--- config.mk ---
export PLATFORM = sky130hd
export DESIGN_NAME = wb_axi_write_ctrl
export DESIGN_NICKNAME = d
export VERILOG_FILES = /design/src/rtl/cache_axi_pkg.sv /design/src/rtl/wb_axi_write_ctrl.sv
export SDC_FILE = /design/constraint.sdc
export NUM_CORES = 1
export LEC_CHECK = 0
export CELL_PAD_IN_SITES_DETAIL_PLACEMENT = 0
export CELL_PAD_IN_SITES_GLOBAL_PLACEMENT = 2
export CORE_ASPECT_RATIO = 0.5
export CORE_MARGIN = 2
export CORE_UTILIZATION = 28
export CTS_CLUSTER_DIAMETER = 100
export DETAILED_ROUTE_END_ITERATION = 8
export GPL_TIMING_DRIVEN = 0
export PLACE_DENSITY = 0.85
export SYNTH_ARGS = -nofsm -noshare
export SYNTH_HDL_FRONTEND = slang
export SYNTH_SLANG_ARGS = --single-unit
--- constraint.sdc ---
create_clock -name clk -period 1.9 [get_ports clk]
set_input_delay 0.38 -clock clk [delete_from_list [all_inputs] [get_ports clk]]
set_output_delay 0.38 -clock clk [all_outputs]
set_load 0.01 [all_outputs]
--- src/rtl/cache_axi_pkg.sv ---
// ============================================================================
// cache_axi_pkg: shared FSM encodings and AXI constants for the store path.
// Rev 1.0 - initial release
// ============================================================================
`default_nettype none

package cache_axi_pkg;

  typedef enum logic [1:0] {
    S_IDLE = 2'd0,
    S_ADDR = 2'd1,
    S_DATA = 2'd2,
    S_RESP = 2'd3
  } state_e;

  typedef enum logic {
    SRC_LINE = 1'b0,
    SRC_UNC  = 1'b1
  } src_e;

  localparam logic [1:0] BURST_INCR = 2'b01;
  localparam logic [2:0] SIZE_4B    = 3'b010;
  localparam logic [1:0] RESP_OKAY  = 2'b00;
  localparam int         LINE_BEATS = 4;

  // Word idx of a 128-bit line; word 0 sits in the low bits.
  function automatic logic [31:0] line_word(input logic [127:0] line, input logic [1:0] idx);
    return line[32*idx +: 32];
  endfunction

endpackage

`default_nettype wire

--- src/rtl/wb_axi_write_ctrl.sv ---
// ============================================================================
// wb_axi_write_ctrl: drains write-buffer lines (4-beat INCR) and uncached
// single-word stores onto one AXI write port, buffer first.
// Rev 1.0 - initial release
// ============================================================================
`default_nettype none

module wb_axi_write_ctrl
  import cache_axi_pkg::*;
#(
  parameter logic [3:0] AXI_ID     = 4'd1,
  parameter int         BEAT_W     = 32,
  parameter int         LINE_BEATS = 4
) (
  input  logic                           clk,
  input  logic                           rst,
  input  logic [1:0]                     wb_state_i,
  input  logic [31:0]                    wb_addr_i,
  input  logic [LINE_BEATS*BEAT_W-1:0]   wb_data_i,
  output logic                           wb_pop_o,
  output logic                           wb_inflight_o,
  input  logic                           unc_req_i,
  input  logic [31:0]                    unc_addr_i,
  input  logic [BEAT_W-1:0]              unc_data_i,
  input  logic [3:0]                     unc_wstrb_i,
  output logic                           unc_ack_o,
  output logic [3:0]                     awid,
  output logic [31:0]                    awaddr,
  output logic [7:0]                     awlen,
  output logic [2:0]                     awsize,
  output logic [1:0]                     awburst,
  output logic                           awvalid,
  input  logic                           awready,
  output logic [BEAT_W-1:0]              wdata,
  output logic [3:0]                     wstrb,
  output logic                           wlast,
  output logic                           wvalid,
  input  logic                           wready,
  input  logic [1:0]                     bresp,
  input  logic                           bvalid,
  output logic                           bready,
  output logic                           busy_o,
  output logic                           err_o
);

  state_e                          state_q;
  src_e                            src_q;
  logic [1:0]                      beat_q;
  logic [LINE_BEATS*BEAT_W-1:0]    line_q;
  logic [BEAT_W-1:0]               udata_q;
  logic [3:0]                      ustrb_q;

  logic [3:0]        awid_q;
  logic [31:0]       awaddr_q;
  logic [7:0]        awlen_q;
  logic [2:0]        awsize_q;
  logic [1:0]        awburst_q;
  logic              awvalid_q;
  logic [BEAT_W-1:0] wdata_q;
  logic [3:0]        wstrb_q;
  logic              wlast_q;
  logic              wvalid_q;
  logic              bready_q;
  logic              err_q;

  // The full flag carries no sequencing information here.
  logic unused_full;
  assign unused_full = wb_state_i[1];

  always_ff @(posedge clk or negedge rst) begin
    if (!rst) begin
      state_q   <= S_IDLE;
      src_q     <= SRC_LINE;
      beat_q    <= 2'd0;
      line_q    <= '0;
      udata_q   <= '0;
      ustrb_q   <= 4'h0;
      awid_q    <= 4'h0;
      awaddr_q  <= 32'h0;
      awlen_q   <= 8'h0;
      awsize_q  <= 3'h0;
      awburst_q <= 2'h0;
      awvalid_q <= 1'b0;
      wdata_q   <= '0;
      wstrb_q   <= 4'h0;
      wlast_q   <= 1'b0;
      wvalid_q  <= 1'b0;
      bready_q  <= 1'b0;
      err_q     <= 1'b0;
    end else begin
      case (state_q)
        S_IDLE: begin
          if (wb_state_i[0]) begin
            src_q     <= SRC_LINE;
            line_q    <= wb_data_i;
            awaddr_q  <= wb_addr_i;
            awlen_q   <= 8'(LINE_BEATS - 1);
            awid_q    <= AXI_ID;
            awsize_q  <= SIZE_4B;
            awburst_q <= BURST_INCR;
            awvalid_q <= 1'b1;
            state_q   <= S_ADDR;
          end else if (unc_req_i) begin
            src_q     <= SRC_UNC;
            udata_q   <= unc_data_i;
            ustrb_q   <= unc_wstrb_i;
            awaddr_q  <= {unc_addr_i[31:2], 2'b00};
            awlen_q   <= 8'h0;
            awid_q    <= AXI_ID;
            awsize_q  <= SIZE_4B;
            awburst_q <= BURST_INCR;
            awvalid_q <= 1'b1;
            state_q   <= S_ADDR;
          end
        end
        S_ADDR: begin
          if (awready) begin
            awvalid_q <= 1'b0;
            wvalid_q  <= 1'b1;
            beat_q    <= 2'd0;
            if (src_q == SRC_LINE) begin
              wdata_q <= line_word(line_q, 2'd0);
              wstrb_q <= 4'hF;
              wlast_q <= (LINE_BEATS == 1);
            end else begin
              wdata_q <= udata_q;
              wstrb_q <= ustrb_q;
              wlast_q <= 1'b1;
            end
            state_q <= S_DATA;
          end
        end
        S_DATA: begin
          if (wready) begin
            if (wlast_q) begin
              wvalid_q <= 1'b0;
              beat_q   <= 2'd0;
              bready_q <= 1'b1;
              state_q  <= S_RESP;
            end else begin
              // Preload the next word so it is on the bus the cycle after the handshake.
              beat_q  <= beat_q + 2'd1;
              wdata_q <= line_word(line_q, beat_q + 2'd1);
              wlast_q <= ((beat_q + 2'd1) == 2'(LINE_BEATS - 1));
            end
          end
        end
        S_RESP: begin
          if (bvalid) begin
            bready_q <= 1'b0;
            if (bresp != RESP_OKAY) err_q <= 1'b1;
            state_q <= S_IDLE;
          end
        end
        default: state_q <= S_IDLE;
      endcase
    end
  end

  // Retire pulses coincide with the B handshake; the FSM is back in IDLE a cycle later.
  assign wb_pop_o      = bready_q && bvalid && (src_q == SRC_LINE);
  assign unc_ack_o     = bready_q && bvalid && (src_q == SRC_UNC);
  assign busy_o        = (state_q != S_IDLE);
  assign wb_inflight_o = busy_o && (src_q == SRC_LINE);

  assign awid    = awid_q;
  assign awaddr  = awaddr_q;
  assign awlen   = awlen_q;
  assign awsize  = awsize_q;
  assign awburst = awburst_q;
  assign awvalid = awvalid_q;
  assign wdata   = wdata_q;
  assign wstrb   = wstrb_q;
  assign wlast   = wlast_q;
  assign wvalid  = wvalid_q;
  assign bready  = bready_q;
  assign err_o   = err_q;

endmodule

`default_nettype wire

==> run metrics <==
Max-Slew Margin vs Limit=55.90%; nature of the critical path startpoint=register; critical path peak fanout=10; timing-limited maximum frequency=528.2 MHz; final-layout setup total negative slack=0 ps; nets@finish=about 1500; status=finished, final reports clean; clock insertion delay at the later pin of the skew report=560 ps; worst-case clock skew=20.27 ps; initial cell density of the core=28.52%; number of different library cells in the post-synthesis netlist=36; final routed wire length divided by cell count=21.84 µm; area growth from synthesis to final layout=44.82%; Max Root-Sink Buffers=3; ANT nets after route=0; Final Setup Violations=0; Avg Inst Size Synth=12.68 µm²; H-tree levels=1; final std cell area, no fill=16770 µm²; die extent in y=147.8 µm; Max-cap violations=0; Req. time, crit path=approximately 2300 ps; Top FF cell, synth=sky130_fd_sc_hd__dfrtp_1; antenna violations before repair=9; setup repair after global routing missed its margin=yes; Clk Tree Root Cell=sky130_fd_sc_hd__clkbuf_16; number of buffers inserted during clock tree synthesis=26; final WL=about 40000 µm; initial drt markers=416; router iterations before antenna repair=5; Vias/cell=4.801; standard cell core area=40600 µm²; Final Hold Violating Endpoints=0; fraction of final layout cells sized beyond drive strength 1=approximately 32%; area share of the largest cell type after synthesis=~53%; vias in the first global route=9753; kind of path behind the tightest hold check=input pin to asynchronous set/reset pin; number of standard cells after synthesis=913; number of standard-cell rows in the floorplan=52; yosys warns=0; register area share after synthesis=52.74%; flip-flop and latch count after synthesis=244; post-synthesis instance area=11580 µm²; clock period minus worst slack=1893 ps; area taken by multi-input logic gates=4942 µm²; Die X=291.6 µm; Seq. cell area=slightly above 6000 µm²; leftover overflow at the end of global routing=0; leading cell types in the layout, fill and taps excluded=sky130_fd_sc_hd__clkdlybuf4s50_1 (270), sky130_fd_sc_hd__dfrtp_1 (243), sky130_fd_sc_hd__mux2_2 (234), sky130_fd_sc_hd__o22ai_1 (63), sky130_fd_sc_hd__o21ai_0 (44); class of the most critical setup path=register to register; PD cells=1588 nW/µm²; leakage dissipation=0.007399 µW; number of primary I/O pins=332; largest net degree at the start of global routing=about 120; filler cell count in the final layout=approximately 3800; DRC Markers=0; clock edge transition at the registers on the reported setup and hold paths=60 ps; number of buffer cells added on primary ports=316; dpl cell area=15520 µm²; number of sinks handled by clock tree synthesis=between 200 and 250; Pins Over Slew Limit=0; worst path arrival time=2330 ps; total via count in the routed design=8901; Least-Margin Pin Slew=661.5 ps; RD Place Congestion=0.9505; TritonCTS clock tree=done; fraction of synthesis flops using an asynchronous set or reset pin=between 90% and 100%; final period utilization=around 100%; leading cell type in the layout, fill and taps excluded=sky130_fd_sc_hd__clkdlybuf4s50_1; peak supply drop=0.0006132 V; Critical Path Sink Type=register; number of enable flip-flop cells after synthesis=0; cell taking the most area after synthesis=sky130_fd_sc_hd__dfrtp_1; HPWL reported at the end of detailed placement=between 20000 and 30000 µm; Worst Hold Slack=around 280 ps; full die area=43090 µm²; top cells by area, synth=sky130_fd_sc_hd__dfrtp_1 (53%), sky130_fd_sc_hd__mux2_2 (23%), sky130_fd_sc_hd__mux2_4 (3.9%), sky130_fd_sc_hd__o22ai_1 (3.5%), sky130_fd_sc_hd__o221ai_1 (2.4%); global routing usage summed across all routing layers=18.52%; first-pass GRT wire length=60870 µm
-- logic make-up (layout without fill, tap and decap cells) --
kind of cell	count (synthesis)	after routing	synth area share (%)
mux	265	266	26.74
flops	244	244	52.74
compound gates	182	182	9.921
other cells	1	21	0.03239
simple gates	86	86	4.377
fa+ha+maj	6	6	0.6484
buf+inv	129	509	5.544
-- Yosys cell counts, types with 2 or more instances --
cell and count:
sky130_fd_sc_hd__a21boi_0 2, sky130_fd_sc_hd__a21oi_1 30, sky130_fd_sc_hd__a31oi_1 3, sky130_fd_sc_hd__a32o_1 2
sky130_fd_sc_hd__and3b_1 28, sky130_fd_sc_hd__and3b_2 2, sky130_fd_sc_hd__buf_1 7, sky130_fd_sc_hd__buf_12 3
sky130_fd_sc_hd__buf_2 36, sky130_fd_sc_hd__buf_4 15, sky130_fd_sc_hd__clkbuf_1 23, sky130_fd_sc_hd__dfrtp_1 244
sky130_fd_sc_hd__ha_1 6, sky130_fd_sc_hd__inv_1 43, sky130_fd_sc_hd__mux2_2 234, sky130_fd_sc_hd__mux2_4 30
sky130_fd_sc_hd__nand2_1 38, sky130_fd_sc_hd__nand2b_1 6, sky130_fd_sc_hd__nor2_1 6, sky130_fd_sc_hd__nor2b_1 2
sky130_fd_sc_hd__o21ai_0 44, sky130_fd_sc_hd__o221ai_1 32, sky130_fd_sc_hd__o22ai_1 64
-- routing by layer --
| layer | track usage, % | vias to the layer above | wire [µm] |
|---|---|---|---|
| li1 | - | 4039 | - |
| met5 | 0 | - | 0 |
| met3 | 2.586 | 68 | 1334 |
| met1 | 22.18 | 4612 | 16230 |
| met4 | 7.809 | 0 | 1335 |
| met2 | 33.54 | 182 | 21590 |
-- registers in the layout, summed over array words and instances (netlist names), 2 cells and up --
name / count
state_q: 2
wstrb: 4
ustrb_q: 4
wdata: 32
awaddr: 32
udata_q: 32
line_q: 128
beat_q: 2
-- layout make-up --
cell class | count | share of cell area [%]
timing repair buffer | 336 | 20.03
antenna | 9 | 0.1343
clock buffer | 35 | 4.321
buffer | 83 | 3.910
inverter | 44 | 1.030
multi-input combinational | 552 | 29.48
tap | 540 | 4.030
clock inverter | 11 | 0.6418
sequential | 244 | 36.43
-- path summary, 6_finish.rpt --
kind                                         from                      end  slack, ps  cells past startpoint
min in group clk                   wb_data_i[122]  line_q[122]$_DFFE_PN0P_        430                      2
hold / removal                                rst     wstrb[0]$_DFFE_PN0P_        280                      2
setup / recovery           state_q[0]$_DFFE_PN0P_   udata_q[2]$_DFFE_PN0P_          7                      8
hold reg to reg                 err_o$_DFFE_PN0P_        err_o$_DFFE_PN0P_        480                      1
setup reg to reg           state_q[0]$_DFFE_PN0P_   udata_q[2]$_DFFE_PN0P_          7                      8
max in group asynchronous                     rst   udata_q[6]$_DFFE_PN0P_        290                      4
-- worst max-delay path, stage by stage, from the launching register on --
cell	delay [ps]
sky130_fd_sc_hd__dfrtp_1	400
sky130_fd_sc_hd__inv_2	120
sky130_fd_sc_hd__ha_4	180
sky130_fd_sc_hd__buf_4	160
sky130_fd_sc_hd__nand2_2	60
sky130_fd_sc_hd__or2_1	240
sky130_fd_sc_hd__buf_8	150
sky130_fd_sc_hd__buf_12	160
sky130_fd_sc_hd__mux2_4	300
-- power breakdown --
part	total, µW	leakage [µW]	switching [µW]	internal (µW)
clock	5030	0.000412	2210	2820
sequential	9240	0.00293	1440	7800
combinational	12300	0.00406	5590	6760
total	26600	0.00740	9240	17400
-- through the flow --
step	instances	setup slack, ps	total power (µW)	util (%)
3_5_place_dp	1782	-537.6	21090	38.22
5_1_grt	1854	-65.72	28240	41.30
3_3_place_gp	1780	-9939	20660	38.07
2_1_floorplan	924	117.1	16320	-
6_report	1854	6.752	26620	41.30
4_1_cts	1843	-76.66	26600	40.89
-- timing repair --
action,in CTS,in global routing
pin swaps,3,2
gates cloned,0,2
resized for setup,113,51
setup buffers,14,2
endpoints found under the hold margin,36,0
hold buffers,1,0
setup endpoints to repair,212,199
No activity file was read; power rests on OpenSTA's default activity.
